## src/rtl/esfa_pkg.sv

```systemverilog
// Shared types for the free-cell allocator path: handle width, handle type and selector FSM states.
package esfa_pkg;

    localparam int HANDLE_W = 8;

    typedef logic [HANDLE_W-1:0] handle_t;

    typedef enum logic [1:0] {
        IDLE,
        SCAN,
        RESULT
    } sel_state_t;

endpackage

```

## src/rtl/available_cell_selector_if.sv

```systemverilog
// Request/result bundle between the cell array mark stage, the selector and its consumer.
interface available_cell_selector_if #(
    parameter int NUM_CELLS = 16,
    parameter int HANDLE_W  = esfa_pkg::HANDLE_W
);
    localparam int IDX_W = $clog2(NUM_CELLS);

    logic                          start;
    logic [NUM_CELLS-1:0]          mark_free;
    logic [NUM_CELLS*HANDLE_W-1:0] mark_handle;
    logic                          busy;
    logic                          res_valid;
    logic                          res_ready;
    logic                          res_found;
    logic [HANDLE_W-1:0]           res_handle;
    logic [IDX_W-1:0]              res_index;

    modport master (
        output start, mark_free, mark_handle, res_ready,
        input  busy, res_valid, res_found, res_handle, res_index
    );

    modport slave (
        input  start, mark_free, mark_handle, res_ready,
        output busy, res_valid, res_found, res_handle, res_index
    );

endinterface

```

## src/rtl/available_cell_selector_lane_first_set.sv

```systemverilog
// Combinational LANES-wide priority encoder: reports whether any lane is set and the lowest set lane.
module lane_first_set #(
    parameter int LANES = 4,
    parameter int OFF_W = (LANES > 1) ? $clog2(LANES) : 1
) (
    input  logic [LANES-1:0] bits,
    output logic             any,
    output logic [OFF_W-1:0] off
);

    always_comb begin
        any = |bits;
        off = '0;
        // Walk downwards so the lowest set lane is the one left standing.
        for (int i = LANES - 1; i >= 0; i--) begin
            if (bits[i]) off = OFF_W'(i);
        end
    end

endmodule

```

## src/rtl/available_cell_selector.sv

```systemverilog
// Lowest-index free cell search over a snapshot of the mark results, LANES cells per cycle.
// Optional next-fit start position enabled by defining ESFA_NEXT_FIT_EN.
module available_cell_selector #(
    parameter int NUM_CELLS = 16,
    parameter int LANES     = 4,
    parameter int HANDLE_W  = esfa_pkg::HANDLE_W
) (
    input  logic                       clk,
    input  logic                       rst_n,
    available_cell_selector_if.slave   bus
);
    import esfa_pkg::*;

    localparam int IDX_W   = $clog2(NUM_CELLS);
    localparam int LW      = $clog2(LANES);
    localparam int OFF_W   = (LANES > 1) ? LW : 1;
    localparam int NGROUPS = NUM_CELLS / LANES;
    localparam int GW      = (IDX_W > LW) ? IDX_W - LW : 1;
    localparam int CW      = $clog2(NGROUPS + 2);

    sel_state_t                    state;
    logic                          busy_r;
    logic                          valid_r;
    logic                          found_r;
    logic [HANDLE_W-1:0]           handle_r;
    logic [IDX_W-1:0]              index_r;

    logic [NUM_CELLS-1:0]          snap_free;
    logic [NUM_CELLS*HANDLE_W-1:0] snap_handle;
    logic [GW-1:0]                 grp;
    logic [CW-1:0]                 fetch_cnt;
    logic                          fetch_done;
    logic                          is_last_fetch;

    logic [LANES-1:0]              grp_slice;
    logic [LANES-1:0]              lane_mask;
    logic [LANES-1:0]              grp_bits_p0;
    logic [IDX_W-1:0]              base_idx_p0;
    logic                          last_p0;
    logic                          vld_p0;

    logic                          enc_any;
    logic [OFF_W-1:0]              enc_off;
    logic [IDX_W-1:0]              hit_idx;
    logic [HANDLE_W-1:0]           hit_handle;

`ifdef ESFA_NEXT_FIT_EN
    logic [IDX_W-1:0]              next_ptr;
    logic [OFF_W-1:0]              start_off;

    function automatic logic [LANES-1:0] hi_mask(input logic [OFF_W-1:0] o);
        hi_mask = {LANES{1'b1}} << o;
    endfunction
`endif

    assign bus.busy       = busy_r;
    assign bus.res_valid  = valid_r;
    assign bus.res_found  = found_r;
    assign bus.res_handle = handle_r;
    assign bus.res_index  = index_r;

    always_comb begin
        grp_slice = snap_free[int'(grp) * LANES +: LANES];
        lane_mask = '1;
`ifdef ESFA_NEXT_FIT_EN
        // First pass skips cells below the start position; the extra final step revisits only them.
        if (fetch_cnt == '0) begin
            lane_mask = hi_mask(start_off);
        end else if (int'(fetch_cnt) == NGROUPS) begin
            lane_mask = ~hi_mask(start_off);
        end
        is_last_fetch = (int'(fetch_cnt) == ((start_off == '0) ? NGROUPS - 1 : NGROUPS));
`else
        is_last_fetch = (int'(fetch_cnt) == NGROUPS - 1);
`endif
    end

    lane_first_set #(
        .LANES (LANES),
        .OFF_W (OFF_W)
    ) u_lane_first_set (
        .bits (grp_bits_p0),
        .any  (enc_any),
        .off  (enc_off)
    );

    assign hit_idx    = base_idx_p0 + IDX_W'(enc_off);
    assign hit_handle = snap_handle[int'(hit_idx) * HANDLE_W +: HANDLE_W];

    // Stage p0: snapshot capture and masked group fetch
    always_ff @(posedge clk) begin
        if (state == IDLE && bus.start) begin
            snap_free   <= bus.mark_free;
            snap_handle <= bus.mark_handle;
        end
        if (state == SCAN && !fetch_done) begin
            grp_bits_p0 <= grp_slice & lane_mask;
            base_idx_p0 <= IDX_W'(int'(grp) * LANES);
            last_p0     <= is_last_fetch;
        end
    end

    // Stage p1: encode fetched group, FSM and result registers
    always_ff @(posedge clk) begin
        if (!rst_n) begin
            state      <= IDLE;
            busy_r     <= 1'b0;
            valid_r    <= 1'b0;
            found_r    <= 1'b0;
            handle_r   <= '0;
            index_r    <= '0;
            grp        <= '0;
            fetch_cnt  <= '0;
            fetch_done <= 1'b0;
            vld_p0     <= 1'b0;
`ifdef ESFA_NEXT_FIT_EN
            next_ptr   <= '0;
            start_off  <= '0;
`endif
        end else begin
            case (state)
                IDLE: begin
                    if (bus.start) begin
                        state      <= SCAN;
                        busy_r     <= 1'b1;
                        fetch_cnt  <= '0;
                        fetch_done <= 1'b0;
                        vld_p0     <= 1'b0;
`ifdef ESFA_NEXT_FIT_EN
                        grp        <= GW'(next_ptr >> LW);
                        start_off  <= OFF_W'(int'(next_ptr) & (LANES - 1));
`else
                        grp        <= '0;
`endif
                    end
                end

                SCAN: begin
                    if (!fetch_done) begin
                        grp        <= (int'(grp) == NGROUPS - 1) ? '0 : grp + 1'b1;
                        fetch_cnt  <= fetch_cnt + 1'b1;
                        fetch_done <= is_last_fetch;
                    end
                    vld_p0 <= !fetch_done;
                    if (vld_p0) begin
                        if (enc_any) begin
                            state      <= RESULT;
                            valid_r    <= 1'b1;
                            found_r    <= 1'b1;
                            handle_r   <= hit_handle;
                            index_r    <= hit_idx;
                            vld_p0     <= 1'b0;
                            fetch_done <= 1'b1;
                        end else if (last_p0) begin
                            state    <= RESULT;
                            valid_r  <= 1'b1;
                            found_r  <= 1'b0;
                            handle_r <= '0;
                            index_r  <= '0;
                            vld_p0   <= 1'b0;
                        end
                    end
                end

                RESULT: begin
                    if (valid_r && bus.res_ready) begin
                        state   <= IDLE;
                        busy_r  <= 1'b0;
                        valid_r <= 1'b0;
`ifdef ESFA_NEXT_FIT_EN
                        if (found_r) begin
                            next_ptr <= (int'(index_r) == NUM_CELLS - 1) ? '0 : index_r + 1'b1;
                        end
`endif
                    end
                end

                default: state <= IDLE;
            endcase
        end
    end

endmodule
```

## src/flat_wrapper.sv

```systemverilog
// flat-port wrapper written by rule: the top's interface ports become plain ports
module available_cell_selector_flat import esfa_pkg::*;
#(
    parameter int NUM_CELLS = 16,
    parameter int LANES     = 4,
    parameter int HANDLE_W  = esfa_pkg::HANDLE_W
)
  (clk, rst_n, bus_start, bus_mark_free, bus_mark_handle, bus_res_ready, bus_busy, bus_res_valid, bus_res_found, bus_res_handle, bus_res_index);
  available_cell_selector_if #(.NUM_CELLS(NUM_CELLS), .HANDLE_W(HANDLE_W)) bus_i ();
  input  logic clk;
  input  logic rst_n;
  input wire logic [$bits(bus_i.start)-1:0] bus_start;
  input wire logic [$bits(bus_i.mark_free)-1:0] bus_mark_free;
  input wire logic [$bits(bus_i.mark_handle)-1:0] bus_mark_handle;
  input wire logic [$bits(bus_i.res_ready)-1:0] bus_res_ready;
  output wire logic [$bits(bus_i.busy)-1:0] bus_busy;
  output wire logic [$bits(bus_i.res_valid)-1:0] bus_res_valid;
  output wire logic [$bits(bus_i.res_found)-1:0] bus_res_found;
  output wire logic [$bits(bus_i.res_handle)-1:0] bus_res_handle;
  output wire logic [$bits(bus_i.res_index)-1:0] bus_res_index;
  assign bus_i.start = bus_start;
  assign bus_i.mark_free = bus_mark_free;
  assign bus_i.mark_handle = bus_mark_handle;
  assign bus_i.res_ready = bus_res_ready;
  assign bus_busy = bus_i.busy;
  assign bus_res_valid = bus_i.res_valid;
  assign bus_res_found = bus_i.res_found;
  assign bus_res_handle = bus_i.res_handle;
  assign bus_res_index = bus_i.res_index;
  available_cell_selector #(.NUM_CELLS(NUM_CELLS), .LANES(LANES), .HANDLE_W(HANDLE_W)) u_core (.clk(clk), .rst_n(rst_n), .bus(bus_i));
endmodule
```

## config.mk

```make
export PLATFORM = sky130hd
export DESIGN_NAME = available_cell_selector_flat
export DESIGN_NICKNAME = d
export VERILOG_FILES = /design/src/rtl/esfa_pkg.sv /design/src/rtl/available_cell_selector_if.sv /design/src/rtl/available_cell_selector_lane_first_set.sv /design/src/rtl/available_cell_selector.sv /design/src/flat_wrapper.sv
export SDC_FILE = /design/constraint.sdc
export NUM_CORES = 1
export LEC_CHECK = 0
export CAP_MARGIN = 10
export CELL_PAD_IN_SITES_DETAIL_PLACEMENT = 0
export CELL_PAD_IN_SITES_GLOBAL_PLACEMENT = 1
export CORE_MARGIN = 1.5
export CORE_UTILIZATION = 40
export CTS_BUF_LIST = sky130_fd_sc_hd__clkbuf_16
export DETAILED_ROUTE_END_ITERATION = 10
export PLACE_DENSITY = 0.79
export SLEW_MARGIN = 15
export SYNTH_ARGS = -nofsm -noshare
export SYNTH_HDL_FRONTEND = slang
export SYNTH_SLANG_ARGS = --single-unit
export TNS_END_PERCENT = 1
```

## constraint.sdc

```tcl
create_clock -name clk -period 6.1 [get_ports clk]
set_clock_uncertainty 0.2 [all_clocks]
set_input_delay 1.525 -clock clk [delete_from_list [all_inputs] [get_ports clk]]
set_output_delay 1.525 -clock clk [all_outputs]
set_load 0.05 [all_outputs]
```

==> flow_summary.yaml, run 1 <==
outcome:
  run_status: "finished clean"
die:
  standard_cell_rows: 47
  die_x_microns: 134
  area_inside_the_core_boundary_sq_um: 16600
  die_y_microns: 134
  io-pin-count: 163
  initial_core_util_pct: 41.2
  floorplan.die_area_sq_um: 17900
finish:
  insertedDiodeCount: 0
  drive_above_1_share_pct: 9.03
  final_net_count: 769
  mostFrequentLayoutCell: "clkdlybuf4s50_1"
  layout.cells.most_common_list: "clkdlybuf4s50_1, edfxtp_1, o22ai_1, a21oi_1, dfxtp_1"
  postLayoutCoreUtil_pct: 55.4
  area_growth_pct: 34.5
worst_hold_path:
  holdPathStages: 2
  worstHoldPathType: "flip-flop to flip-flop"
  whs_endpoint: "u_core.bus.busy"
  timing.hold.worst.start: "u_core.bus.busy"
critical_path:
  reg2reg_slack_ns: 3.31
  ordered_cell_list_for_the_critical_path: "clkdlybuf4s50_1 > nor2b_1 > nand2b_1 > inv_6 > buf_4"
  worst_r2r_startpoint: "u_core.grp_bits_p0[1]"
  endpoint_class_of_the_critical_path: "flip-flop"
  crit_slowest_cell: "inv_6"
  worstReg2RegEnd: "u_core.bus.res_handle[4]"
  cpPeakStageDelay_ns: 0.75
  timing.critical_path.fanout_max: 117
  timing.critical_path.arrival_ns: 3.46
  start_kind: "input pin"
  rr_worst_depth: 6
  worstPathRequired_ns: 6.02
  setup.worst_path.class: "input pin to flip-flop"
clock_network:
  clockRootBuffer: "clkbuf_16"
  worst_setup_hold_path_clk_slew_ns: 0.07
  htreeDepth: 4
  clock_tree_from_tritoncts: "done"
  cts_num_sinks: 175
  cts-root-to-sink-buffers: 2
  cts_resized: 0
  post-cts-setup-buffer-count: 0
  post_cts_hold_buffer_count: 0
  clk-insertion-delay-late_ns: 0.43
  tritoncts.num_buffers: 17
sta:
  unrepaired_setup_endpoints_after_global_routing: "false"
  report.final.setup_viol: 0
  final_hold_viol_count: 0
  final.setup.tns_ns: 0
  layout_worst_path_cycle_share_pct: 58.0
  actual_slew_at_the_worst_max_slew_pin_ns: 1.02
  achievable-frequency_mhz: 283
  min_period_ns: 3.54
  slew_violations: 0
  max_slew_margin_pct: 31.9
logic_synthesis:
  area_of_the_mapped_netlist_sq_um: 6860
  ys_warn_count: 0
  synth.lib_cells_used.distinct: 49
  mappedNetlistNets: 607
  synth-seq-cells: 175
  seq_area_frac_synth_pct: 73.1
  number_of_enable_type_register_cells_in_the_synthesized_netlist: 151
  synth.avg_cell_area_sq_um: 15.0
  synthesis.instances: 456
  ys_dominant_reg_cell: "edfxtp_1"
  ys_async_sr_fraction_pct: 0
route:
  vias_per_cell: 5.26
  detail_route.first_pass.iterations: 5
  final_antenna_net_count: 0
  routed_wl_microns: 16800
  total_via_count_after_detailed_routing: 4476
  drt-wirelength-per-cell_microns: 19.8
  drt_drc_violations_left: 0
  initialDrtViolationCount: 327
power_and_ir_drop:
  worst_ir_drop_vdd_mv: 0.200
  power.density_nw_per_um2: 296
  static-leakage-power_nw: 3.08
global_route:
  wire_length_of_the_first_global_routing_pass_microns: 25700
  antenna_violations_before_repair: 0
  grt_start_max_net_pins: 118
  grt-ovfl-total: 0
  global_route.usage.total_pct: 19.4
  first_global_vias: 4695
place:
  place.detailed.hpwl_microns: 11600
  routabilityCongestion: 0.809
  port_buf_inserts: 162
flow_run:
  maxCapViolCount: 0
## sequential cells by signal, indices dropped and copies added (netlist names)
signal and count:
u_core.base_idx_p0 2, u_core.last_p0 1, u_core.grp_bits_p0 4, u_core.grp 2, u_core.bus.res_valid 1, u_core.fetch_done 1, u_core.vld_p0 1, u_core.bus.res_index 4
u_core.bus.res_found 1, u_core.bus.res_handle 8, u_core.snap_handle 128, u_core.snap_free 16, u_core.state 2, u_core.fetch_cnt 3, u_core.bus.busy 1
## worst max-delay path, delay by kind of cell
family                 cells  cell delay, ns
buffers and inverters      3            1.56
and+or+nand+nor            2            0.30
## synthesized netlist by cell type, drive strengths merged, types with 3 or more instances
master / count / area, sq um
ha: 3 / 37.5
nand2: 12 / 45.0
and3: 5 / 36.3
o22ai: 32 / 200
nor3: 10 / 50.1
nor2: 18 / 70.1
a21oi: 26 / 130
a22oi: 3 / 22.5
nand4: 6 / 37.5
dfxtp: 24 / 480
mux4: 4 / 90.1
o2111ai: 13 / 133
o21a: 4 / 30.0
inv: 6 / 22.5
nand2b: 15 / 93.8
or3b: 9 / 78.8
o221ai: 9 / 78.8
o21ai: 18 / 90.1
o2bb2ai: 3 / 26.3
a21boi: 3 / 22.5
buf: 10 / 60.1
a221o: 5 / 50.1
and2: 6 / 37.5
o31a: 5 / 43.8
edfxtp: 151 / 4530
nor2b: 12 / 75.1
or4: 5 / 41.3
o22a: 4 / 35.0
clkbuf: 17 / 63.8
## metal layers
metal	share of wire, %	track usage [%]	up-vias
li1	-	-	2151
met3	5.1	4.69	24
met1	43	24.3	2169
met4	2.1	8.27	0
met5	0	0	-
met2	50	32.2	132
## cell families (layout without fill, tap and decap cells)
family,after synthesis,after routing,share of synthesized area [%]
DFF,175,175,73.1
AOI/OAI and AO/OA,135,135,13.8
and+or+nand+nor,104,104,9.00
buffers and inverters,35,210,2.24
muxes,4,4,1.31
adders and majority gates,3,3,0.548
## area by class of cell
| cell class | instances | area (sq um) |
|---|---|---|
| Timing Repair Buffer | 170 | 1690 |
| Clock inverter | 15 | 97.6 |
| Tap cell | 220 | 275 |
| Sequential cell | 175 | 5010 |
| Fill cell | 1331 | 7420 |
| Multi-Input combinational cell | 246 | 1690 |
| Inverter | 8 | 35.0 |
| Clock buffer | 17 | 425 |
## power breakdown
group          internal [mW]  leakage (nW)  switching [mW]
clock network          0.517         0.263           0.450
registers               1.40          1.64          0.0350
logic                  0.160          1.18           0.170
total                   2.08          3.08           0.655
## worst max path at each step
stage | startpoint | to | slack, ns | cells past startpoint
finish | bus_start | u_core.snap_handle[34] | 2.56 | 5
global route | bus_start | u_core.snap_handle[14] | 2.41 | 5
CTS | bus_start | u_core.snap_handle[53] | 2.55 | 5
detailed placement | bus_start | u_core.snap_handle[53] | 2.09 | 5
global placement | bus_start | u_core.snap_handle[126] | 2.15 | 5
floorplan | bus_start | u_core.fetch_cnt[1] | 0.45 | 6
## per-stage QoR
stage / total power, mW / worst slack, ns / hold WS, ns / instances / area, sq um
after floorplan: 1.63 / 0.448 / 0.235 / 456 / 6860
after global placement: 1.79 / 2.15 / 0.258 / 818 / 8690
after detailed placement: 1.79 / 2.09 / 0.266 / 818 / 8690
after CTS: 2.76 / 2.55 / 0.275 / 850 / 9210
after global routing: 2.83 / 2.41 / 0.308 / 851 / 9230
final: 2.74 / 2.56 / 0.275 / 851 / 9230
No activity file was read; power rests on OpenSTA's default activity.
==> inputs of run 2 (changes only) <==
==> constraint.sdc (replaced) <==
create_clock -name clk -period 3.54 [get_ports clk]
set_clock_uncertainty 0.2 [all_clocks]
set_input_delay 0.885 -clock clk [delete_from_list [all_inputs] [get_ports clk]]
set_output_delay 0.885 -clock clk [all_outputs]
set_load 0.05 [all_outputs]
==> flow_summary.yaml, run 2 (synthesis gave the netlist of run 1 again) <==
sta:
  slew_violations: 0
  min_period_ns: 2.74
  max_slew_margin_pct: 51.0
  report.final.setup_viol: 0
  unrepaired_setup_endpoints_after_global_routing: "false"
  actual_slew_at_the_worst_max_slew_pin_ns: 0.735
  layout_worst_path_cycle_share_pct: 77.4
  achievable-frequency_mhz: 365
  final_hold_viol_count: 0
place:
  placement_cell_area_sq_um: 8740
  routabilityCongestion: 0.780
  port_buf_inserts: 162
  place.detailed.hpwl_microns: 12000
global_route:
  grt-ovfl-total: 0
  wire_length_of_the_first_global_routing_pass_microns: 26400
  global_route.usage.total_pct: 19.7
  first_global_vias: 4822
  grt_start_max_net_pins: 111
  antenna_violations_before_repair: 0
finish:
  nFillCells: 1337
  design_area_sq_um: 9300
  layout.cells.most_common_list: "clkdlybuf4s50_1, edfxtp_1, o22ai_1, a21oi_1, dfxtp_1"
  sequential_cell_area_sq_um: 5010
  multiInputGateArea_sq_um: 1700
  largest-register: "u_core.snap_handle"
  largest_register_ff_count: 128
  drive_above_1_share_pct: 10.1
  area_growth_pct: 35.7
  mostFrequentLayoutCell: "clkdlybuf4s50_1"
  final_net_count: 772
  insertedDiodeCount: 0
  postLayoutCoreUtil_pct: 55.9
route:
  routed_wl_microns: 17200
  detail_route.first_pass.iterations: 5
  final_antenna_net_count: 0
  vias_per_cell: 5.40
  initialDrtViolationCount: 373
  total_via_count_after_detailed_routing: 4609
  drt_drc_violations_left: 0
  drt-wirelength-per-cell_microns: 20.2
critical_path:
  critical_path.top_delay_family: "buffers and inverters"
  timing.critical_path.fanout_max: 5
  setup.worst_path.class: "flip-flop to primary output"
  start_kind: "flip-flop"
  worstPathRequired_ns: 2.45
  cpPeakStageDelay_ns: 0.83
  timing.critical_path.buf_inv: 1
  timing.critical_path.arrival_ns: 1.65
  worst_r2r_startpoint: "u_core.grp_bits_p0[0]"
  endpoint_class_of_the_critical_path: "primary output"
  ordered_cell_list_for_the_critical_path: "clkdlybuf4s50_1"
  startpoint: "u_core.bus.res_valid"
  crit_slowest_cell: "clkdlybuf4s50_1"
die:
  standard_cell_rows: 47
  initial_core_util_pct: 41.2
  area_inside_the_core_boundary_sq_um: 16600
  floorplan.die_area_sq_um: 17900
  die_x_microns: 134
  io-pin-count: 163
  die_y_microns: 134
clock_network:
  clockRootBuffer: "clkbuf_16"
  cts-root-to-sink-buffers: 2
  post_cts_hold_buffer_count: 0
  htreeDepth: 4
  cts_num_sinks: 175
  worst_setup_hold_path_clk_slew_ns: 0.07
  clk-insertion-delay-late_ns: 0.43
  cts_resized: 0
  post-cts-setup-buffer-count: 0
  tritoncts.num_buffers: 17
  clock_tree_from_tritoncts: "done"
power_and_ir_drop:
  static-leakage-power_nw: 3.11
  worst_ir_drop_vdd_mv: 0.391
  power.density_nw_per_um2: 519
  finalPower_mw: 4.83
worst_hold_path:
  timing.hold.worst.start: "u_core.bus.busy"
  worstHoldPathType: "flip-flop to flip-flop"
outcome:
  run_status: "finished clean"
flow_run:
  maxCapViolCount: 0
-- run 2: area by class of cell --
class	instances	area share [%]
repair buffers	173	18.5
multi-input cells	246	18.3
flip-flops and latches	175	53.9
well taps	220	2.96
clock inverters	15	1.45
clock buffers	17	4.57
inverters	8	0.363
-- run 2: final timing paths --
| path | to | slack [ns] | cells after the start |
|---|---|---|---|
| min | u_core.bus.busy | 0.28 | 2 |
| max | bus_res_valid | 0.80 | 1 |
| min reg2reg | u_core.bus.busy | 0.28 | 2 |
| max reg2reg | u_core.bus.res_handle[0] | 0.87 | 6 |
-- run 2: metrics by stage --
step	std cells	worst slack [ns]	hold WS, ns	setup TNS [ns]
floorplan	456	-0.434	0.235	-42.71
global placement	822	0.807	0.255	0
detailed placement	822	0.764	0.273	0
CTS	854	0.782	0.285	0
global route	854	0.711	0.309	0
finish	854	0.801	0.277	0
-- run 2: power breakdown --
| part | leakage [nW] | internal [mW] | switching, mW |
|---|---|---|---|
| clock | 0.273 | 0.978 | 0.794 |
| sequential | 1.64 | 2.42 | 0.0677 |
| combinational | 1.20 | 0.283 | 0.294 |
-- run 2: layer usage --
metal  routed length (microns)  GRT usage [%]
met3                      1070           5.82
met5                         0              0
met4                       301           6.10
met2                      8650           32.9
met1                      7220           24.9
==> inputs of run 3 (changes only) <==
--- a/config.mk
+++ b/config.mk
@@ -9,10 +9,10 @@
 export CELL_PAD_IN_SITES_DETAIL_PLACEMENT = 0
 export CELL_PAD_IN_SITES_GLOBAL_PLACEMENT = 1
 export CORE_MARGIN = 1.5
-export CORE_UTILIZATION = 40
+export CORE_UTILIZATION = 36
 export CTS_BUF_LIST = sky130_fd_sc_hd__clkbuf_16
 export DETAILED_ROUTE_END_ITERATION = 10
-export PLACE_DENSITY = 0.79
+export PLACE_DENSITY = 0.75
 export SLEW_MARGIN = 15
 export SYNTH_ARGS = -nofsm -noshare
 export SYNTH_HDL_FRONTEND = slang
==> constraint.sdc (replaced) <==
create_clock -name clk -period 2.3 [get_ports clk]
set_clock_uncertainty 0.2 [all_clocks]
set_input_delay 0.575 -clock clk [delete_from_list [all_inputs] [get_ports clk]]
set_output_delay 0.575 -clock clk [all_outputs]
set_load 0.05 [all_outputs]
==> flow_summary.yaml, run 3 (synthesis gave the netlist of run 1 again) <==
route:
  vias_per_cell: 5.23
  initialDrtViolationCount: 341
  drt-wirelength-per-cell_microns: 19.4
  final_antenna_net_count: 0
  drt_drc_violations_left: 0
  routed_wl_microns: 17300
  detail_route.first_pass.iterations: 4
  total_via_count_after_detailed_routing: 4657
critical_path:
  start_kind: "flip-flop"
  cpPeakStageDelay_ns: 0.57
  setup.worst_path.class: "flip-flop to flip-flop"
  timing.critical_path.arrival_ns: 2.37
  timing.critical_path.fanout_max: 4
  crit_slowest_cell: "or4_4"
  ordered_cell_list_for_the_critical_path: "or4_4 > and3_4 > and3b_1 > buf_4 > a221o_1"
  endpoint_class_of_the_critical_path: "flip-flop"
  worstPathRequired_ns: 2.41
power_and_ir_drop:
  worst_ir_drop_vdd_mv: 0.451
  power.density_nw_per_um2: 793
  static-leakage-power_nw: 3.27
  finalPower_mw: 7.54
sta:
  achievable-frequency_mhz: 443
  min_period_ns: 2.26
  final_hold_viol_count: 0
  unrepaired_setup_endpoints_after_global_routing: "true"
  report.final.setup_viol: 0
  final.setup.tns_ns: 0
  max_slew_margin_pct: 73.4
  layout_worst_path_cycle_share_pct: 98.0
  slew_violations: 0
  actual_slew_at_the_worst_max_slew_pin_ns: 0.399
die:
  die_x_microns: 141
  initial_core_util_pct: 36.7
  standard_cell_rows: 50
  area_inside_the_core_boundary_sq_um: 18700
  io-pin-count: 163
  die_y_microns: 141
  floorplan.die_area_sq_um: 19900
global_route:
  grt-ovfl-total: 0
  global_route.usage.total_pct: 17.8
  wire_length_of_the_first_global_routing_pass_microns: 26100
  grt_start_max_net_pins: 56
  first_global_vias: 4794
  antenna_violations_before_repair: 0
place:
  port_buf_inserts: 162
  place.detailed.hpwl_microns: 12700
  routabilityCongestion: 0.852
clock_network:
  tritoncts.num_buffers: 17
  clk-insertion-delay-late_ns: 0.43
  htreeDepth: 4
  post_cts_hold_buffer_count: 0
  clockRootBuffer: "clkbuf_16"
  worst_setup_hold_path_clk_slew_ns: 0.06
  post-cts-setup-buffer-count: 0
  cts_num_sinks: 175
  cts-root-to-sink-buffers: 2
  clock_tree_from_tritoncts: "done"
finish:
  largest-register: "u_core.snap_handle"
  insertedDiodeCount: 0
  final_net_count: 794
  mostFrequentLayoutCell: "edfxtp_1"
  area_growth_pct: 38.8
  largest_register_ff_count: 128
  layout.cells.most_common_list: "edfxtp_1, clkdlybuf4s50_1, buf_4, o22ai_1, a21oi_1"
  drive_above_1_share_pct: 15.7
worst_hold_path:
  worstHoldPathType: "flip-flop to flip-flop"
flow_run:
  maxCapViolCount: 0
outcome:
  run_status: "finished clean"
==> run 3: cell types whose count changed in the layout (fill, tap and decap cells not counted), moves of 3 or more <==
cell	before	now
buf_4	10	43
clkdlybuf4s50_1	162	147
buf_12	1	5
inv_6	5	2
==> run 3: per-layer routing <==
metal	track usage [%]	up-vias	wire length, microns
met1	23.1	2268	7590
li1	-	2206	-
met2	28.9	164	8350
met3	4.55	19	1050
met4	6.20	0	280
met5	0	-	0
==> run 3: worst paths after layout <==
| check | from | cells past startpoint | slack, ns | end |
|---|---|---|---|---|
| setup / recovery | u_core.grp_bits_p0[1] | 5 | 0.04 | u_core.bus.res_handle[7] |
| hold / removal | u_core.bus.res_index[0] | 2 | 0.26 | u_core.bus.res_index[0] |
| setup reg to reg | u_core.grp_bits_p0[1] | 5 | 0.04 | u_core.bus.res_handle[7] |
| hold reg to reg | u_core.bus.res_index[0] | 2 | 0.26 | u_core.bus.res_index[0] |
==> run 3: worst max-delay path: cells and delay by family (launching register included) <==
kind            cells  cell delay [ns]
simple gates        3             1.02
flops               1             0.44
compound gates      1             0.31
buf+inv             1             0.17
==> run 3: power breakdown <==
group / internal [mW] / total [mW] / switching [mW]
clock network: 1.59 / 2.78 / 1.19
logic: 0.484 / 0.959 / 0.475
registers: 3.72 / 3.80 / 0.0893
==> run 3: final cells by class <==
class                   instances  area [sq um]
clock buffers                  17           425
clock inverters                15           145
fillers                      1590          9190
inverters                       8          37.5
multi-input cells             246          1700
flip-flops and latches        175          5010
well taps                     234           293
repair buffers                195          1890
==> run 3: timing repair <==
action | 4_1_cts | 5_1_grt
hold endpoints to repair | 0 | 0
endpoints found under the setup margin | 0 | 8
resized for setup | 0 | 3
==> run 3: stage by stage <==
step	util (%)	cell area, sq um	hold WS, ns	instances	setup WS (ns)
global placement	47.8	8940	0.258	858	-0.0472
global route	50.9	9510	0.298	890	-0.0100
detailed placement	47.8	8940	0.259	858	-0.128
floorplan	-	6880	0.235	456	-1.36
CTS	50.8	9510	0.268	890	0.0359
finish	50.9	9510	0.264	890	0.0450
